--- config.mk ---
export PLATFORM = sky130hd
export DESIGN_NAME = accel_dispatcher
export DESIGN_NICKNAME = d
export VERILOG_FILES = /design/src/rtl/accel_pkg.sv /design/src/rtl/dispatch_timeout_cnt.sv /design/src/rtl/accel_dispatcher.sv
export SDC_FILE = /design/constraint.sdc
export NUM_CORES = 1
export LEC_CHECK = 0
export CORE_MARGIN = 2
export CORE_UTILIZATION = 35
export CTS_CLUSTER_SIZE = 10
export DETAILED_ROUTE_END_ITERATION = 8
export GPL_ROUTABILITY_DRIVEN = 0
export PLACE_DENSITY_LB_ADDON = 0.3
export SYNTH_ARGS = -nofsm -noshare
export SYNTH_HDL_FRONTEND = slang
export SYNTH_SLANG_ARGS = --single-unit
--- constraint.sdc ---
create_clock -name clock -period 1.19 [get_ports clock]
set_input_delay 0.1785 -clock clock [delete_from_list [all_inputs] [get_ports clock]]
set_output_delay 0.1785 -clock clock [all_outputs]
set_load 0.01 [all_outputs]
--- src/rtl/accel_pkg.sv ---
`default_nettype none
// =====================================================================
// accel_pkg: shared constants and dispatcher state encoding. Rev 1.0
// =====================================================================
package accel_pkg;

  localparam int unsigned ACC_DATA_W  = 16;
  localparam int unsigned ACC_RES_W   = 16;
  localparam int unsigned ACC_TIMEOUT = 1023;

  typedef enum logic [2:0] {
    DISP_IDLE      = 3'd0,
    DISP_ARM       = 3'd1,
    DISP_FIRE      = 3'd2,
    DISP_WAIT_ACK  = 3'd3,
    DISP_WAIT_DONE = 3'd4,
    DISP_OUT       = 3'd5
  } disp_state_e;

endpackage
`default_nettype wire

--- src/rtl/dispatch_timeout_cnt.sv ---
`default_nettype none
// =====================================================================
// dispatch_timeout_cnt: job watchdog with clear/enable/expired. Rev 1.0
// =====================================================================
module dispatch_timeout_cnt
  import accel_pkg::*;
#(
  parameter int unsigned TIMEOUT = ACC_TIMEOUT
) (
  input  logic clock,
  input  logic reset,
  input  logic clear_i,
  input  logic enable_i,
  output logic expired_o
);

  localparam int unsigned CNT_W = $clog2(TIMEOUT + 1);

  logic [CNT_W-1:0] cnt_q;

  // Holds cycles elapsed since the start pulse; the pulse cycle itself counts as one.
  always_ff @(posedge clock) begin
    if (!reset) begin
      cnt_q <= '0;
    end else if (clear_i) begin
      cnt_q <= CNT_W'(1);
    end else if (enable_i) begin
      cnt_q <= cnt_q + 1'b1;
    end
  end

  assign expired_o = enable_i && (cnt_q == CNT_W'(TIMEOUT - 1));

endmodule
`default_nettype wire

--- src/rtl/accel_dispatcher.sv ---
`default_nettype none
// =====================================================================
// accel_dispatcher: serialises jobs onto the accelerator start/ready handshake.
// Optional watchdog enabled by ACC_DISPATCH_TIMEOUT_EN. Rev 1.0
// =====================================================================
module accel_dispatcher
  import accel_pkg::*;
#(
  parameter int unsigned DATA_W  = ACC_DATA_W,
  parameter int unsigned RES_W   = ACC_RES_W,
  parameter int unsigned TIMEOUT = ACC_TIMEOUT
) (
  input  logic              clock,
  input  logic              reset,
  input  logic              in_valid,
  input  logic [DATA_W-1:0] in_data,
  output logic              in_ready,
  output logic              acc_start,
  output logic [DATA_W-1:0] acc_x,
  input  logic              acc_ready,
  input  logic [RES_W-1:0]  acc_result,
  output logic              out_valid,
  output logic [RES_W-1:0]  out_data,
  output logic              out_err,
  input  logic              out_ready,
  output logic              busy
);

  if (TIMEOUT < 2) begin : g_timeout_chk
    $error("accel_dispatcher: TIMEOUT must be at least 2");
  end

  disp_state_e       state_q;
  logic [DATA_W-1:0] acc_x_q;
  logic [RES_W-1:0]  out_data_q;
  logic              err_q;
  logic              timeout_hit;

`ifdef ACC_DISPATCH_TIMEOUT_EN
  logic cnt_clear;
  logic cnt_en;

  assign cnt_clear = (state_q == DISP_FIRE);
  assign cnt_en    = (state_q == DISP_WAIT_ACK) || (state_q == DISP_WAIT_DONE);

  dispatch_timeout_cnt #(
    .TIMEOUT (TIMEOUT)
  ) u_wdog (
    .clock     (clock),
    .reset     (reset),
    .clear_i   (cnt_clear),
    .enable_i  (cnt_en),
    .expired_o (timeout_hit)
  );
`else
  assign timeout_hit = 1'b0;
`endif

  always_ff @(posedge clock) begin
    if (!reset) begin
      state_q    <= DISP_IDLE;
      acc_x_q    <= '0;
      out_data_q <= '0;
      err_q      <= 1'b0;
    end else begin
      case (state_q)
        DISP_IDLE: begin
          if (in_valid) begin
            acc_x_q <= in_data;
            state_q <= DISP_ARM;
          end
        end
        // Accelerator may still be busy with a job from before our reset.
        DISP_ARM: begin
          if (acc_ready) state_q <= DISP_FIRE;
        end
        DISP_FIRE: begin
          state_q <= DISP_WAIT_ACK;
        end
        DISP_WAIT_ACK: begin
          if (timeout_hit) begin
            out_data_q <= '0;
            err_q      <= 1'b1;
            state_q    <= DISP_OUT;
          end else if (!acc_ready) begin
            state_q <= DISP_WAIT_DONE;
          end
        end
        // A result arriving on the expiry cycle still wins over the abort.
        DISP_WAIT_DONE: begin
          if (acc_ready) begin
            out_data_q <= acc_result;
            err_q      <= 1'b0;
            state_q    <= DISP_OUT;
          end else if (timeout_hit) begin
            out_data_q <= '0;
            err_q      <= 1'b1;
            state_q    <= DISP_OUT;
          end
        end
        DISP_OUT: begin
          if (out_ready) state_q <= DISP_IDLE;
        end
        default: state_q <= DISP_IDLE;
      endcase
    end
  end

  assign in_ready  = (state_q == DISP_IDLE);
  assign acc_start = (state_q == DISP_FIRE);
  assign out_valid = (state_q == DISP_OUT);
  assign busy      = (state_q != DISP_IDLE);
  assign acc_x     = acc_x_q;
  assign out_data  = out_data_q;
  assign out_err   = err_q;

endmodule
`default_nettype wire

# == After elaboration in Yosys (flattened, before gate mapping) ==
# Index checks and enable logic that the tools add are counted.
# W data, S select, Z words.
# totals
out_inout_bits,37
input_bits,37
ff_bits,35
word_cells,24
# op_classes
eq_ne,10
n_reduce_logical,5
muxes,6
# ops
op,n
$pmux W3 S6,1
$mux W3,5
$ne A2 B2 Y1 const B,4
$eq A3 B2 Y1 const B,2
$eq A3 B3 Y1 const B,2
$reduce_and A5 Y1,1
$reduce_and A2 Y1,2
$eq A3 B1 Y1 const B,1
$logic_not A3 Y1,1
$reduce_bool A3 Y1,1
$ne A2 B1 Y1 const B,1

# == Longest topological paths before layout ==
# Gate-level depths: netlist of run 1.
# logic_depth
depth_word,3
ltp_mapped,5
ltp_nobuf,3

# == Worst setup path after synthesis of run 1 ==
# Ideal clock, no wire load.
# synth_path
kind,register to register
start,register state_q[2]
end,"register out_data_q[12], in the netlist out_data[12]"
path_stages_with_launch,6
setup_time_ns,0.066
path_buffers,2
arrival_ns,1.101
t_required_ns,1.124
path_slack_ns,0.023
period_less_slack_ns,1.167
cell_sequence,dfxtp_1 nor4bb_1 buf_4 buf_12 nand2_1 a21boi_2
# synth_via
elab_chain_cells,2
# synth_rtl
element,line_no,text
from (decl),accel_dispatcher.sv:33,disp_state_e state_q;
from (signal assigned),accel_dispatcher.sv:61,state_q <= DISP_IDLE;
from (signal assigned),accel_dispatcher.sv:70,state_q <= DISP_ARM;
from (signal assigned),accel_dispatcher.sv:75,if (acc_ready) state_q <= DISP_FIRE;
$eq A3 B3 Y1,accel_dispatcher.sv:66,case (state_q)
$reduce_and A2 Y1 (no source line),n/a,
to (signal assigned),accel_dispatcher.sv:92,out_data_q <= acc_result;
to (decl),accel_dispatcher.sv:35,logic [RES_W-1:0] out_data_q;
# Every way passes these cells.
# A chain may end at the register's enable or synchronous reset.

# == Final worst setup path of run 1 ==
# layout_path
start,register state_q[2]
end,output port acc_start
# layout_via
elab_chain_cells,1
# layout_rtl
element,line_no,text
$eq A3 B2 Y1,accel_dispatcher.sv:110,assign acc_start = (state_q == DISP_FIRE);
to (decl),accel_dispatcher.sv:18,"output logic acc_start,"
# Every way passes these cells.

==> results of run 1 <==
## worst paths after layout
| check | cells past startpoint | start | end | slack [ns] |
|---|---|---|---|---|
| setup / recovery | 3 | state_q[2] | acc_start | -0.10 |
| hold / removal | 2 | acc_x[13] | acc_x[13] | 0.44 |
| setup reg to reg | 6 | state_q[1] | acc_x[15] | -0.10 |
| hold reg to reg | 2 | acc_x[13] | acc_x[13] | 0.44 |
## power breakdown
| part | internal [mW] | leakage, nW | total, mW | switching [mW] |
|---|---|---|---|---|
| sequential | 1.22 | 0.286 | 1.25 | 0.0248 |
| clock | 0.613 | 0.0513 | 0.995 | 0.381 |
| combinational | 0.323 | 0.737 | 0.556 | 0.233 |
## layout make-up
| cell class | instances | area [um^2] | area share, % |
|---|---|---|---|
| timing repair buffer | 91 | 892 | 35.0 |
| multi-input combinational | 119 | 774 | 30.4 |
| sequential | 35 | 708 | 27.8 |
| clock buffer | 6 | 72.6 | 2.85 |
| tap | 50 | 62.6 | 2.46 |
| clock inverter | 1 | 30.0 | 1.18 |
| inverter | 2 | 7.51 | 0.295 |
## layout by cell type (no fill, tap or decap), types with 2 or more instances in the layout
| cell | instances |
|---|---|
| and2_1 | 3 |
| nor2_1 | 3 |
| dfxtp_1 | 33 |
| buf_2 | 3 |
| nand3_2 | 11 |
| a21boi_1 | 5 |
| buf_12 | 2 |
| buf_4 | 9 |
| dlygate4sd2_1 | 32 |
| buf_6 | 7 |
| nand3_1 | 5 |
| a21boi_2 | 11 |
| dfxtp_4 | 2 |
| clkbuf_16 | 2 |
| o21ai_1 | 18 |
| inv_1 | 2 |
| nand2_1 | 39 |
| clkbuf_8 | 5 |
| nand2_2 | 9 |
| clkdlybuf4s50_1 | 36 |
## cells by family after synthesis
logic type / share of synthesized area (%)
AO/OA/AOI/OAI: 18.4
buffers and inverters: 6.38
AND/OR/NAND/NOR: 26.7
other: 0.258
flip-flops: 48.3
## repair_timing
action                                  in CTS  in global routing
gates resized for setup                     60                 53
buffers inserted                             1                  4
endpoints found under the setup margin      68                 36
gates cloned                                 0                  4
pin swaps                                    2                 20
hold buffers                                 0                  0
## through the flow
stage / hold slack, ns / setup TNS (ns) / cells / util (%)
finish: 0.442 / -2.64 / 304 / 63.7
detailed placement: 0.444 / -8.26 / 288 / 56.4
global route: 0.462 / -5.23 / 304 / 63.7
global placement: 0.436 / -7.56 / 288 / 56.4
CTS: 0.439 / -2.76 / 296 / 58.1
floorplan: 0.309 / 0 / 170 / -
## sequential cells by signal (all words and copies together) (netlist names)
register,flops
acc_x,16
out_data,16
state_q,3
## layer usage
| layer | vias to the layer above | track usage, % | share of wire [%] |
|---|---|---|---|
| li1 | 727 | - | - |
| met1 | 616 | 17.6 | 43 |
| met2 | 47 | 23.7 | 47 |
| met3 | 7 | 5.26 | 8.3 |
| met4 | 0 | 6.00 | 1.3 |
| met5 | - | 0 | 0 |
## critical path, cell delays in order (launching register included)
cell and delay (ns):
dfxtp_4 0.37, and2b_2 0.23, and2_4 0.14, buf_6 0.11
==> results.cfg, run 1 <==
[global_routing]
antenna_found_initial = 0
grt_max_degree = 52
grt_first_pass_wirelength_um = 5110
grt_use_total_pct = 14.7
overflow = 0
grt_pass1_vias = 1194

[yosys]
yosys-top-cells-area = dfxtp_1 48%, nand2_1 13%, a21boi_2 7.8%
postSynthAreaPerCell_um2 = 8.54
syn_inst = 170
synth_flop_cell = dfxtp_1
netlist_area_um2 = 1450
synth_seq_cells = 35
yosysWarnings = 0
async_reset_ff_share_pct = 0
yosysTopAreaCellShare_pct = 48.3
synth_fp_nets = 207
netlist_top_cells_count = 49 x nand2_1, 35 x dfxtp_1, 18 x o21ai_0
synth_edf_count = 0
yosys.area.top_type = dfxtp_1
yosysSeqAreaShare_pct = 48.3
yosysUniqueCellTypes = 26
synth_most_common_cell = nand2_1

[detailed_routing]
drtAntennaViolNets = 0
first_pass_iters = 4
vias = 1397
vias_per_cell = 4.60
drc = 0
wl_um = 3850
drt-wirelength-per-cell_um = 12.7
drt_iter0_markers = 90

[power]
power_mw = 2.80
power_density_nw_per_um2 = 1100
irDropWorstVdd_mv = 0.740
p_leak_nw = 1.07

[cts]
clock_path_buffers = 2
clkSinkCount = 35
clk_pin_slew_ns = 0.06
clock_latency_ns = 0.28
clockRootBuffer = clkbuf_8
ctsHtreeMaxLevel = 2
cts_tree = built
cts_made_buffers = 5

[placed_design]
dpl_cell_area_um2 = 2260
dp_hpwl_um = 2370
io_buffers = 72
post-place-ws_ns = -0.276

[timing]
setup_viol = 37
timing.final.ws_setup_ns = -0.102
max_freq_mhz = 774
drv_slew = 0
fin_crit_sh_pct = 109
skew_ns = 0.00580
finalHoldViolCount = 0
rsz0062_at_grt = yes
period_needed_ns = 1.29

[outcome]
status = complete, but fails checks
violations = negative setup slack

[worst_setup_path]
cp-start-kind = flop
cp.required_ns = 1.01
end_kind = output port
cp.arrival_ns = 1.11
critical_path_class = flop to output port
path_max_fanout = 4

[layout]
num-fill-cells = 357
design_area_um2 = 2550
diodes = 0
num-nets-final = 291
layout-drive-gt1-share_pct = 27.2
area_growth_pct = 75.5

[die]
die_y_um = 68.4
dieArea_um2 = 4680
io_pins = 74
core_um2 = 4000
die_w_um = 68.4
start_util_pct = 36.3
rows = 23

[worst_hold_path]
min_path_type = flop to flop

[run]
drv_cap = 0
Power figures use the tool's default switching activity.
==> run 2, diff against run 1 <==
CORE_UTILIZATION = 42   (was 35)
clock period = 1.6 ns   (was 1.19 ns; I/O delays follow)
==> results.cfg, run 2 (synthesized netlist as in run 1, its figures left out) <==
[outcome]
status = complete, no violations

[global_routing]
busiest_layer = met2
met1_usage_pct = 21.1
grt_use_total_pct = 18.5
antenna_found_initial = 0
gr-usage-met2_pct = 31.7
overflow = 0
grt_first_pass_wirelength_um = 5850
met3_usage_pct = 5.59
grt_pass1_vias = 1333
grt_max_degree = 52

[die]
io_pins = 74
core_um2 = 3340
rows = 21
die_w_um = 62.8
dieArea_um2 = 3940
start_util_pct = 43.5
die_y_um = 62.8

[cts]
cts_made_buffers = 5
ctsHtreeMaxLevel = 2
clock_path_buffers = 2
clock_latency_ns = 0.34
clockRootBuffer = clkbuf_4
clkSinkCount = 35
clk_pin_slew_ns = 0.11
hold_buffers = 0
cts_tree = built

[power]
p_leak_nw = 0.836
irDropWorstVdd_mv = 0.572
power_mw = 2.04
power_density_nw_per_um2 = 869

[layout]
layout-drive-gt1-share_pct = 13.8
diodes = 0
area_growth_pct = 61.9
layout_common_cells = 68 x clkdlybuf4s50_1, 49 x nand2_1, 33 x dfxtp_1
design_area_um2 = 2350
final_common_cell = clkdlybuf4s50_1
num-nets-final = 282

[worst_setup_path]
cp.required_ns = 1.36
critical_path_class = flop to output port
end_kind = output port
path_max_fanout = 3
cp-start-kind = flop
cp.arrival_ns = 1.28

[timing]
drv_slew = 0
max_freq_mhz = 657
holdWs_ns = 0.436
rsz0062_at_grt = no
fin_tns_setup_ns = 0
finalHoldViolCount = 0
period_needed_ns = 1.52
skew_ns = 0.0155
setup_viol = 0
fin_crit_sh_pct = 95.2

[detailed_routing]
drt_iter0_markers = 64
wl_um = 3300
drt-wirelength-per-cell_um = 11.3
drc = 0
first_pass_iters = 4
vias = 1364
drtAntennaViolNets = 0
vias_per_cell = 4.67

[placed_design]
dp_hpwl_um = 2340
io_buffers = 72
dpl_cell_area_um2 = 2240

[worst_hold_path]
min_path_type = primary input to flop

[run]
drv_cap = 0
## run 2: worst paths after layout
check            startpoint            to  slack, ns  cells past startpoint
min          acc_result[12]  out_data[12]       0.44                      3
max              state_q[2]     acc_start       0.08                      3
min reg2reg       acc_x[11]     acc_x[11]       0.46                      2
max reg2reg      state_q[2]   out_data[2]       0.22                      6
## run 2: area by class of cell
type / count / area [um^2]
clock buffers: 6 / 41.3
clock inverters: 2 / 60.1
fillers: 272 / 987
inverters: 2 / 7.51
multi-input cells: 119 / 667
flip-flops and latches: 35 / 703
well taps: 46 / 57.6
repair buffers: 82 / 813
## run 2: where the power goes
group / leakage (nW) / switching [mW] / internal, mW / total (mW)
clock: 0.0525 / 0.290 / 0.488 / 0.778
sequential: 0.286 / 0.0191 / 0.909 / 0.928
combinational: 0.498 / 0.132 / 0.205 / 0.337
total: 0.836 / 0.441 / 1.60 / 2.04
## run 2: critical path, cell delays in order, from the launching register on
cell	delay, ns
dfxtp_2	0.35
and2b_2	0.22
and2_1	0.16
clkdlybuf4s15_1	0.23
## run 2: routing by layer
| layer | part of all wire [%] | vias up |
|---|---|---|
| met4 | 1.9 | 0 |
| met5 | 0 | - |
| met1 | 44 | 597 |
| met2 | 47 | 51 |
| met3 | 7.2 | 7 |
| li1 | - | 709 |
## run 2: timing repair
action / 4_1_cts / 5_1_grt
pin swaps: 0 / 0
buffers inserted: 1 / 1
hold endpoints to repair: 0 / 0
resized for setup: 9 / 2
setup endpoints to repair: 4 / 2
## run 2: stage by stage
step / util [%] / cells / worst slack [ns]
CTS: 70.3 / 291 / 0.00485
finish: 70.4 / 292 / 0.0769
global route: 70.4 / 292 / 0.000115
global placement: 67.0 / 282 / 0.120
floorplan: - / 170 / 0.433
detailed placement: 67.0 / 282 / 0.0492
==> run 3, diff against run 2 <==
PLACE_DENSITY = 0.87   (was not set)
PLACE_DENSITY_LB_ADDON = not set   (was 0.3)
==> results.cfg, run 3 (synthesized netlist as in run 1, its figures left out) <==
[detailed_routing]
drtAntennaViolNets = 0
drt-wirelength-per-cell_um = 11.9
first_pass_iters = 4
wl_um = 3450
vias = 1379
drt_iter0_markers = 120
drc = 0
vias_per_cell = 4.76

[worst_hold_path]
min_path_type = primary input to flop

[timing]
setup_viol = 0
drv_slew = 0
period_needed_ns = 1.51
holdWs_ns = 0.452
rsz0062_at_grt = no
skew_ns = 0.0101
fin_tns_setup_ns = 0
fin_crit_sh_pct = 94.4
max_freq_mhz = 662
finalHoldViolCount = 0

[worst_setup_path]
cp.arrival_ns = 1.27
critical_path_class = flop to output port
cp.required_ns = 1.36
cp-start-kind = flop
path_max_fanout = 4
end_kind = output port

[placed_design]
dpl_cell_area_um2 = 2240
dp_hpwl_um = 2480
io_buffers = 72

[die]
die_y_um = 62.8
core_um2 = 3340
start_util_pct = 43.5
dieArea_um2 = 3940
io_pins = 74
die_w_um = 62.8
rows = 21

[power]
pwr-share-seq_pct = 51.3
irDropWorstVdd_mv = 0.444
internal_power_mw = 1.37
p_sw_mw = 0.440
combPwrFrac_pct = 18.7
p_leak_nw = 0.812
p_clk_share_pct = 30.0
power_density_nw_per_um2 = 785
netSwitchingFraction_pct = 24.3

[cts]
clkSinkCount = 35
hold_buffers = 0
clk_pin_slew_ns = 0.11
cts_tree = built
clockRootBuffer = clkbuf_4
ctsHtreeMaxLevel = 2
cts_made_buffers = 5
clock_latency_ns = 0.33
clock_path_buffers = 2

[layout]
diodes = 0
final_common_cell = clkdlybuf4s50_1
layout-drive-gt1-share_pct = 12.7
layout_common_cells = 68 x clkdlybuf4s50_1, 49 x nand2_1, 33 x dfxtp_1
area_growth_pct = 59.0
num-fill-cells = 260
num-nets-final = 280
final_util_pct = 69.1
design_area_um2 = 2310
regArea_um2 = 703
multi_input_area_um2 = 664

[run]
drv_cap = 0

[outcome]
status = complete, no violations

[global_routing]
grt_max_degree = 52
antenna_found_initial = 0
grt_first_pass_wirelength_um = 5930
overflow = 0
grt_pass1_vias = 1251
grt_use_total_pct = 18.9
-- run 3: cell count changes in the layout (fill, tap and decap cells not counted) --
cell,delta
clkinvlp_4,+1
buf_2,-1
nor2_1,+1
dlygate4sd2_1,+1
bufinv_16,-2
buf_4,-2
clkbuf_1,-1
nor2_2,-1
clkbuf_8,+2
-- run 3: layout make-up --
type | instances | area share (%)
multi-input combinational | 119 | 28.8
sequential | 35 | 30.5
clock inverter | 1 | 0.325
tap | 46 | 2.49
inverter | 2 | 0.325
timing repair buffer | 80 | 34.8
clock buffer | 7 | 2.82
-- run 3: through the flow --
step / instances / total power, mW / worst slack, ns
floorplan: 170 / 1.08 / 0.433
global placement: 282 / 1.29 / 0.112
detailed placement: 282 / 1.29 / 0.0818
CTS: 290 / 1.83 / 0.0354
global route: 290 / 1.92 / 0.0101
finish: 290 / 1.81 / 0.0893
-- run 3: critical path, cell delays in order (launching register included) --
cell           delay (ns)
dfxtp_2              0.36
or2b_1               0.24
nor2_1               0.08
dlygate4sd2_1        0.27
-- run 3: power groups by stage --
stage	Clock, mW	Combinational, mW	Sequential, mW
2_1_floorplan	0	0.110	0.969
3_3_place_gp	0	0.342	0.946
3_5_place_dp	0	0.345	0.947
4_1_cts	0.556	0.340	0.929
5_1_grt	0.619	0.371	0.933
6_report	0.543	0.339	0.928
-- run 3: path summary, 6_finish.rpt --
check / start / end / slack (ns) / cells past startpoint
min: acc_result[9] / out_data[9] / 0.45 / 3
max reg2reg: state_q[1] / out_data[10] / 0.31 / 5
min reg2reg: acc_x[4] / acc_x[4] / 0.46 / 2
max: state_q[2] / out_valid / 0.09 / 3
-- run 3: repair_timing --
action                     CTS  global route
resized for setup            6             1
setup endpoints to repair    4             1
buffers inserted             0             0
-- run 3: layer usage --
metal,up-vias,wire length (um),GRT usage (%)
met4,0,48,7.50
li1,706,-,-
met2,51,1630,30.0
met3,6,228,5.77
met1,616,1540,24.1
met5,-,0,0
